### src/rtl/commit_unit_pkg.sv
// Shared retire-stage types: ROB head entry layout, status/op encodings and commit FSM states.
package commit_unit_pkg;

  localparam int ROB_DEPTH_DEFAULT = 32;
  localparam int ROB_IDX_W         = $clog2(ROB_DEPTH_DEFAULT);

  typedef enum logic [1:0] {
    empty    = 2'd0,
    rob_wait = 2'd1,
    done     = 2'd2
  } rob_status_t;

  typedef enum logic [2:0] {
    op_alu   = 3'd0,
    op_load  = 3'd1,
    op_store = 3'd2,
    op_br    = 3'd3,
    op_jal   = 3'd4,
    op_jalr  = 3'd5
  } op_type_t;

  typedef struct packed {
    logic                 valid;
    rob_status_t          status;
    op_type_t             op;
    logic [ROB_IDX_W-1:0] rob_idx;
    logic                 regf_we;
    logic [4:0]           rd_addr;
    logic [31:0]          rd_data;
    logic                 br_en;
    logic                 prediction;
    logic [31:0]          pc_new;
    logic [31:0]          mem_addr;
    logic [3:0]           mem_wmask;
    logic [31:0]          mem_wdata;
  } rob_entry_t;

  typedef enum logic [1:0] {
    S_RUN        = 2'd0,
    S_STORE_WAIT = 2'd1,
    S_FLUSH      = 2'd2
  } commit_state_t;

  // Control-transfer ops carry a prediction that is resolved at retire.
  function automatic logic is_branch_op(input op_type_t op);
    return (op == op_br) || (op == op_jal) || (op == op_jalr);
  endfunction

endpackage

### src/rtl/commit_unit.sv
// In-order retire stage at the ROB head: regfile/RAT write, dequeue, store issue and mispredict flush.
module commit_unit
  import commit_unit_pkg::*;
#(
  parameter int ROB_DEPTH = ROB_DEPTH_DEFAULT,
  parameter int ORDER_W   = 64
) (
  input  logic                         clk,
  input  logic                         rst,
  input  rob_entry_t                   rob_head_i,
  output logic                         dequeue_o,
  output logic                         rf_we_o,
  output logic [4:0]                   rf_rd_addr_o,
  output logic [31:0]                  rf_rd_data_o,
  output logic [$clog2(ROB_DEPTH)-1:0] rf_rob_idx_o,
  output logic                         flush_o,
  output logic [31:0]                  pc_redirect_o,
  output logic                         dmem_req_o,
  output logic [31:0]                  dmem_addr_o,
  output logic [3:0]                   dmem_wmask_o,
  output logic [31:0]                  dmem_wdata_o,
  input  logic                         dmem_resp_i,
  output logic                         rvfi_valid_o,
  output logic [ORDER_W-1:0]           rvfi_order_o
);

  commit_state_t        state_q, state_d;
  logic [ORDER_W-1:0]   order_q;
  rob_entry_t           store_q;
  rob_entry_t           ret_entry;
  logic                 head_ready;
  logic                 mispredict;
  logic                 store_latch;

  // The ROB shows done for a single cycle, so the retire decision must be combinational.
  assign head_ready = rob_head_i.valid && (rob_head_i.status == done);
  assign mispredict = is_branch_op(rob_head_i.op) && (rob_head_i.br_en != rob_head_i.prediction);

  // A store retires from its latched copy; everything else retires straight from the head.
  assign ret_entry  = (state_q == S_STORE_WAIT) ? store_q : rob_head_i;

  assign rvfi_order_o = order_q;

  // NOTE: every output and next-state variable gets a default first, so no path can infer a latch.
  always_comb begin
    state_d       = state_q;
    store_latch   = 1'b0;
    dequeue_o     = 1'b0;
    rf_we_o       = 1'b0;
    rf_rd_addr_o  = '0;
    rf_rd_data_o  = '0;
    rf_rob_idx_o  = '0;
    flush_o       = 1'b0;
    pc_redirect_o = '0;
    dmem_req_o    = 1'b0;
    dmem_addr_o   = '0;
    dmem_wmask_o  = '0;
    dmem_wdata_o  = '0;
    rvfi_valid_o  = 1'b0;

    // Reset must silence the strobes immediately, even with a ready head on the input.
    if (rst) begin
      case (state_q)
        S_RUN: begin
          if (head_ready) begin
            if (rob_head_i.mem_wmask != 4'h0) begin
              dmem_req_o   = 1'b1;
              dmem_addr_o  = rob_head_i.mem_addr;
              dmem_wmask_o = rob_head_i.mem_wmask;
              dmem_wdata_o = rob_head_i.mem_wdata;
              store_latch  = 1'b1;
              state_d      = S_STORE_WAIT;
            end else begin
              rvfi_valid_o = 1'b1;
              if (mispredict) begin
                // The ROB advances its own head on flush, so dequeue stays low here.
                flush_o       = 1'b1;
                pc_redirect_o = rob_head_i.pc_new;
                state_d       = S_FLUSH;
              end else begin
                dequeue_o = 1'b1;
              end
            end
          end
        end
        S_STORE_WAIT: begin
          if (dmem_resp_i) begin
            dequeue_o    = 1'b1;
            rvfi_valid_o = 1'b1;
            state_d      = S_RUN;
          end
        end
        S_FLUSH: state_d = S_RUN;
        default: state_d = S_RUN;
      endcase

      if (rvfi_valid_o) begin
        rf_we_o      = ret_entry.regf_we && (ret_entry.rd_addr != 5'd0);
        rf_rd_addr_o = ret_entry.rd_addr;
        rf_rd_data_o = ret_entry.rd_data;
        rf_rob_idx_o = ret_entry.rob_idx;
      end
    end
  end

  // NOTE: sequential state uses non-blocking assignments so every flop samples pre-edge values.
  always_ff @(posedge clk or negedge rst) begin
    if (!rst) begin
      state_q <= S_RUN;
      order_q <= '0;
      // NOTE: the latched store is a single register, so it is reset; a late response must find nothing stale.
      store_q <= '0;
    end else begin
      state_q <= state_d;
      if (rvfi_valid_o) order_q <= order_q + ORDER_W'(1);
      if (store_latch)  store_q <= rob_head_i;
    end
  end

endmodule

### config.mk
export PLATFORM = sky130hd
export DESIGN_NAME = commit_unit
export DESIGN_NICKNAME = d
export VERILOG_FILES = /design/src/rtl/commit_unit_pkg.sv /design/src/rtl/commit_unit.sv
export SDC_FILE = /design/constraint.sdc
export NUM_CORES = 1
export LEC_CHECK = 0
export ABC_AREA = 0
export CORE_AREA = 2 2 143 145
export DETAILED_ROUTE_END_ITERATION = 10
export DIE_AREA = 0 0 145 147
export PLACE_DENSITY = 0.72
export SLEW_MARGIN = 5
export SYNTH_ARGS = -nofsm -noshare
export SYNTH_HDL_FRONTEND = slang
export SYNTH_SLANG_ARGS = --single-unit
export TNS_END_PERCENT = 100
### constraint.sdc
create_clock -name clk -period 4.3 [get_ports clk]
set_clock_uncertainty 0.1 [all_clocks]
set_input_delay 0.86 -clock clk [delete_from_list [all_inputs] [get_ports clk]]
set_output_delay 0.86 -clock clk [all_outputs]
set_load 0.01 [all_outputs]
Word-level counts from Yosys, hierarchy flattened
Index checks and enable logic that the tools add are counted.
- register bits after elaboration: 211
- bits in latches: 0
- RAM bits: 0
- bits in read-only memories: 0
- bits of input ports: 154
- output and inout bits: 211
- logic and storage cells: 82
- memories kept: 0
- $add $sub $neg: 1
- multiply operators: 0
- div/mod/pow operators: 0
- order comparisons: 0
- equality and inequality tests: 9
- shift operators: 0
- multiplexer cells: 51
- bitwise logic cells: 0
- reduce and logical (&&, ||, !) cells: 9
- operator list (kind ; number):
    $mux W32 ; 15
    $mux W145 ; 1
    $add A64 B1 Y64 const B ; 1
    $mux W1 ; 20
    $mux W5 ; 4
    $mux W4 ; 4
    $mux W2 ; 4
    $eq A3 B3 Y1 const B ; 2
    $reduce_bool A5 Y1 ; 1
    $ne A2 B2 Y1 const B ; 2
    $pmux W1 S2 ; 2
    $pmux W2 S2 ; 1
    $reduce_and A4 Y1 ; 1
    $reduce_bool A4 Y1 ; 1
    $eq A3 B2 Y1 const B ; 1
    $logic_and A1 B1 Y1 ; 3
    $ne A3 B3 Y1 const B ; 1
    $eq A2 B1 Y1 const B ; 1
    $eq A2 B2 Y1 const B ; 1
    $logic_not A2 Y1 ; 1
    $logic_or A1 B1 Y1 ; 2
    $ne A1 B1 Y1 ; 1

Depth between registers and ports, before layout
- depth in word-level cells: 9
- depth in mapped cells: 9
- depth with buffers taken out: 7

Worst setup path after synthesis
OpenSTA, ideal clock, no wires.
- path kind: input -> output
- start point: input rob_head_i[32] (netlist bit)
- end point: output pc_redirect_o[22]
- arrival time: 2777 ps
- required time: 3340 ps
- setup slack: 563 ps
- cell stages on the path: 5
- path buffers: 1
- path through: or4_1 > or3_1 > nor4_1 > clkbuf_1 > and2_1
- longest elaborated chain between the ends: 5
- ends and longest elaborated chain (what ; line ; RTL):
    start: declaration ; commit_unit.sv:10 ; input rob_entry_t rob_head_i,
    $reduce_bool A4 Y1 ; commit_unit.sv:66 ; if (rob_head_i.mem_wmask != 4'h0) begin
    $mux W32 ; commit_unit.sv:66 ;
    $mux W32 ; commit_unit.sv:65 ; if (head_ready) begin
    $mux W32 ; commit_unit.sv:63 ; case (state_q)
    $mux W32 ; commit_unit.sv:62 ; if (rst) begin
    end: declaration ; commit_unit.sv:17 ; output logic [31:0] pc_redirect_o,
No other way between the ends.

Worst setup path in the final report
- start point: input rob_head_i[32] (netlist bit)
- end point: output pc_redirect_o[5]
The elaborated chain is that of the path after synthesis.

==> key figures <==
Logic synthesis
  • Synth area leader: dfrtp_1
  • Synth warn: 0
  • Unique masters post-synth: 38
  • #FFs+latches synth: 109
  • EDFF count, synth: 0
  • Syn Nets: 829
  • Area fraction of the dominant cell type after synthesis: about 44%
  • Seq/Total Area, Yosys: about 44%
  • Synth area leaders: dfrtp_1 44%, mux2_2 8.0%, nand2_1 7.1%, and3_1 7.0%, xor2_1 6.1%
  • Synthesized area: about 0.006 mm^2
  • Synth Instances: 674
  • FFs w/ async S/R, synth: between 90% and 100%
  • Synth Flop Type: dfrtp_1
  • Syn_area_per_cell: 9.15 um^2

Placement
  • Post-DP HPWL: ~18000 um
  • Routability Congestion: 0.916
  • Placed cell count: 1287
  • Port-buffer cells: about 360
  • Placement Cell Area: 0.0102 mm^2

Routing
  • DR pass1 iterations: 5
  • DRT met1 WL: 10300 um
  • DRT Wirelength: about 24000 um
  • DR vias: 6427
  • DR iter-0 viols: 292
  • Vias per Instance: between 4 and 5
  • Residual DRC: 0
  • Top layer in use: met5
  • ANT nets after route: 0
  • Wirelength per Cell: between 15 and 20 um
  • Metal3 WL: ~2500 um
  • DR WL met2: ~11000 um

Timing
  • Max Freq: 237 MHz
  • Max-slew headroom: between 40 and 50%
  • Fin. max-slew vios: 0
  • Worst slew pin tran: just over 0.8 ns
  • RSZ-0062 raised after global routing: no
  • Final Critical Period: 4.22 ns
  • Final hold vios: 0
  • Endpoints failing setup: 0
  • Period utilization: a little over nine tenths

Worst setup path
  • Crit Path Class: input pin to output port
  • Crit path max-delay cell type: or4_4
  • Critical path, cell by cell: clkdlybuf4s50_1 > or4_4 > or3_4 > buf_4 > nor4_4 > buf_4 > buf_4 > buf_4 > and2_1 > clkdlybuf4s15_1
  • Most frequent CP cell: buf_4
  • Delay-heaviest family, CP: buffers and inverters
  • Worst setup SP type: input pin
  • Crit path DAT: 3.26 ns
  • R2R setup slack: roughly 1.4 ns
  • Max FO, Critical Path: 8
  • Buf/Inv on CP: 6
  • Max incr delay on CP: approximately 0.55 ns
  • WP data required: roughly 3.3 ns
  • Critical Path End Type: output port

Clock tree
  • Reg clk slew, reported paths: 0.08 ns
  • Clock root cell: clkbuf_16
  • CTS sink cnt: 109
  • Worst skew pair latency: 0.35 ns
  • Longest Clk Path Bufs: 2
  • CTS tree: done
  • CTS HTree Levels: 3
  • CTS Buf Count: 9

Pwr
  • Clock share of power: 34.7%
  • P_leak: between 4 and 5 nW
  • P per Cell Area: roughly 260 mW/mm^2
  • Sequential Power Share: a little under half
  • Peak supply drop: about 0.00018 V
  • Logic pwr share: 19.5%
  • Net load switching power: 0.000696 W
  • Pint: ~0.002 W
  • Switching Share: between 20% and 30%

Floorplanning
  • Std cell rows: 52
  • Die Wd: about 150 um
  • Num ports: roughly 370
  • Core area: ~0.020 mm^2
  • Initial Util: a little under a third
  • DIE AREA: 0.0213 mm^2
  • Die Height: 147 um

Global route
  • Largest net degree at the start of global routing: 70
  • Number of global-route vias before repair: between 6000 and 7000
  • Initial antenna violation count: 2
  • GRT Total Usage: between 20% and 30%
  • First-pass GRT wire length: 37200 um
  • Grt ovf: 0

Final layout
  • Final cell count without fillers: around 1300
  • Final Cell Area: 0.0105 mm^2
  • Filler cells: about 1800
  • Final Core Density: ~53%
  • Share of layout cells above drive strength 1: 11.1%
  • Area Overhead vs Synth: 70.4%
  • Fin nets: roughly 1200
  • Antenna diodes: 0

Run
  • Max-cap check violation count: 0

Status
  • Outcome: completed

Worst hold path
  • Hold/Removal Path Class: flip-flop to flip-flop
[state kept, by name (all words and copies together) (netlist names)]
name and count:
rvfi_order_o 64, state_q 2, store_q 43
[placed cells by master (no fill, tap or decap), types with 16 or more instances in the layout]
master	Yosys	final
clkdlybuf4s50_1	0	288
nand2_1	116	116
dfrtp_1	109	109
and3_1	69	69
dlygate4sd2_1	0	57
a21oi_1	45	45
mux2_2	44	44
xor2_1	43	43
and2_1	40	39
buf_4	0	25
nor3_1	24	23
nand3_1	22	22
xnor2_1	21	21
nand4_1	19	19
nor4_1	19	18
nor2_1	16	16
[final timing paths]
kind                                   from               end  depth (start not counted)
min in group asynchronous               rst      store_q[129]                          2
min reg2reg                rvfi_order_o[63]  rvfi_order_o[63]                          1
max reg2reg                      state_q[1]  rvfi_order_o[46]                          9
min                        rvfi_order_o[63]  rvfi_order_o[63]                          1
max in group asynchronous               rst      store_q[143]                          3
max                          rob_head_i[32]  pc_redirect_o[5]                         10
[synthesized netlist by cell type, types with 16 or more instances]
cell and count:
xnor2_1 21, dfrtp_1 109, and2_1 40, nor4_1 19, nor2_1 16, and3_1 69, nand3_1 22, a21oi_1 45
clkbuf_1 32, nand4_1 19, xor2_1 43, nor3_1 24, mux2_2 44, nand2_1 116
[per-stage QoR]
step / TNS (ns) / power [W] / worst slack (ns) / hold slack (ns)
6_report: 0 / 0.00270 / 0.0768 / 0.367
5_1_grt: 0 / 0.00283 / 0.00369 / 0.388
4_1_cts: 0 / 0.00272 / 0.000641 / 0.369
3_5_place_dp: -17.37 / 0.00179 / -0.292 / 0.358
3_3_place_gp: -15.61 / 0.00177 / -0.266 / 0.356
2_1_floorplan: 0 / 0.00146 / 0.563 / 0.381
[layout make-up]
| class | instances | area [um^2] | area share [%] |
|---|---|---|---|
| multi-input combinational | 510 | 3270 | 31.1 |
| clock buffer | 10 | 239 | 2.27 |
| clock inverter | 6 | 91.3 | 0.869 |
| inverter | 11 | 41.3 | 0.393 |
| timing repair buffer | 393 | 3800 | 36.2 |
| sequential | 109 | 2730 | 26.0 |
| tap | 270 | 338 | 3.22 |
[routing by layer]
layer	GRT usage [%]	vias to the layer above
met5	0	-
li1	-	3060
met3	8.66	36
met4	5.64	4
met1	29.1	3059
met2	34.4	268
[worst register-to-register path, delay by kind of cell (launching register included)]
| kind | cells | cell delay, ns |
|---|---|---|
| and+or+nand+nor | 3 | 1.19 |
| buffers and inverters | 4 | 0.57 |
| AOI/OAI and AO/OA | 1 | 0.34 |
| xor gates and xnor gates | 1 | 0.18 |
| DFF | 1 | 0.49 |
[power groups by stage]
stage / clock network (W) / registers [W] / logic (W)
after floorplan: 0 / 0.00123 / 0.000225
after global placement: 0 / 0.00124 / 0.000526
after detailed placement: 0 / 0.00125 / 0.000534
after CTS: 0.000957 / 0.00123 / 0.000533
after global routing: 0.000998 / 0.00125 / 0.000574
final: 0.000935 / 0.00123 / 0.000527
[cell families after synthesis]
group / count (synthesis) / synth area share, %
xor+xnor: 64 / 9.09
fa+ha+maj: 1 / 0.203
simple gates: 349 / 30.4
mux: 44 / 8.04
flops: 109 / 44.2
compound gates: 52 / 4.47
buf+inv: 55 / 3.53
[timing repair]
action / 4_1_cts / 5_1_grt
setup endpoints to repair: 78 / 18
hold buffers: 0 / 0
pin swaps: 2 / 0
gates cloned: 2 / 0
buffers inserted: 4 / 0
gates resized for setup: 81 / 25
Power figures use the tool's default switching activity.
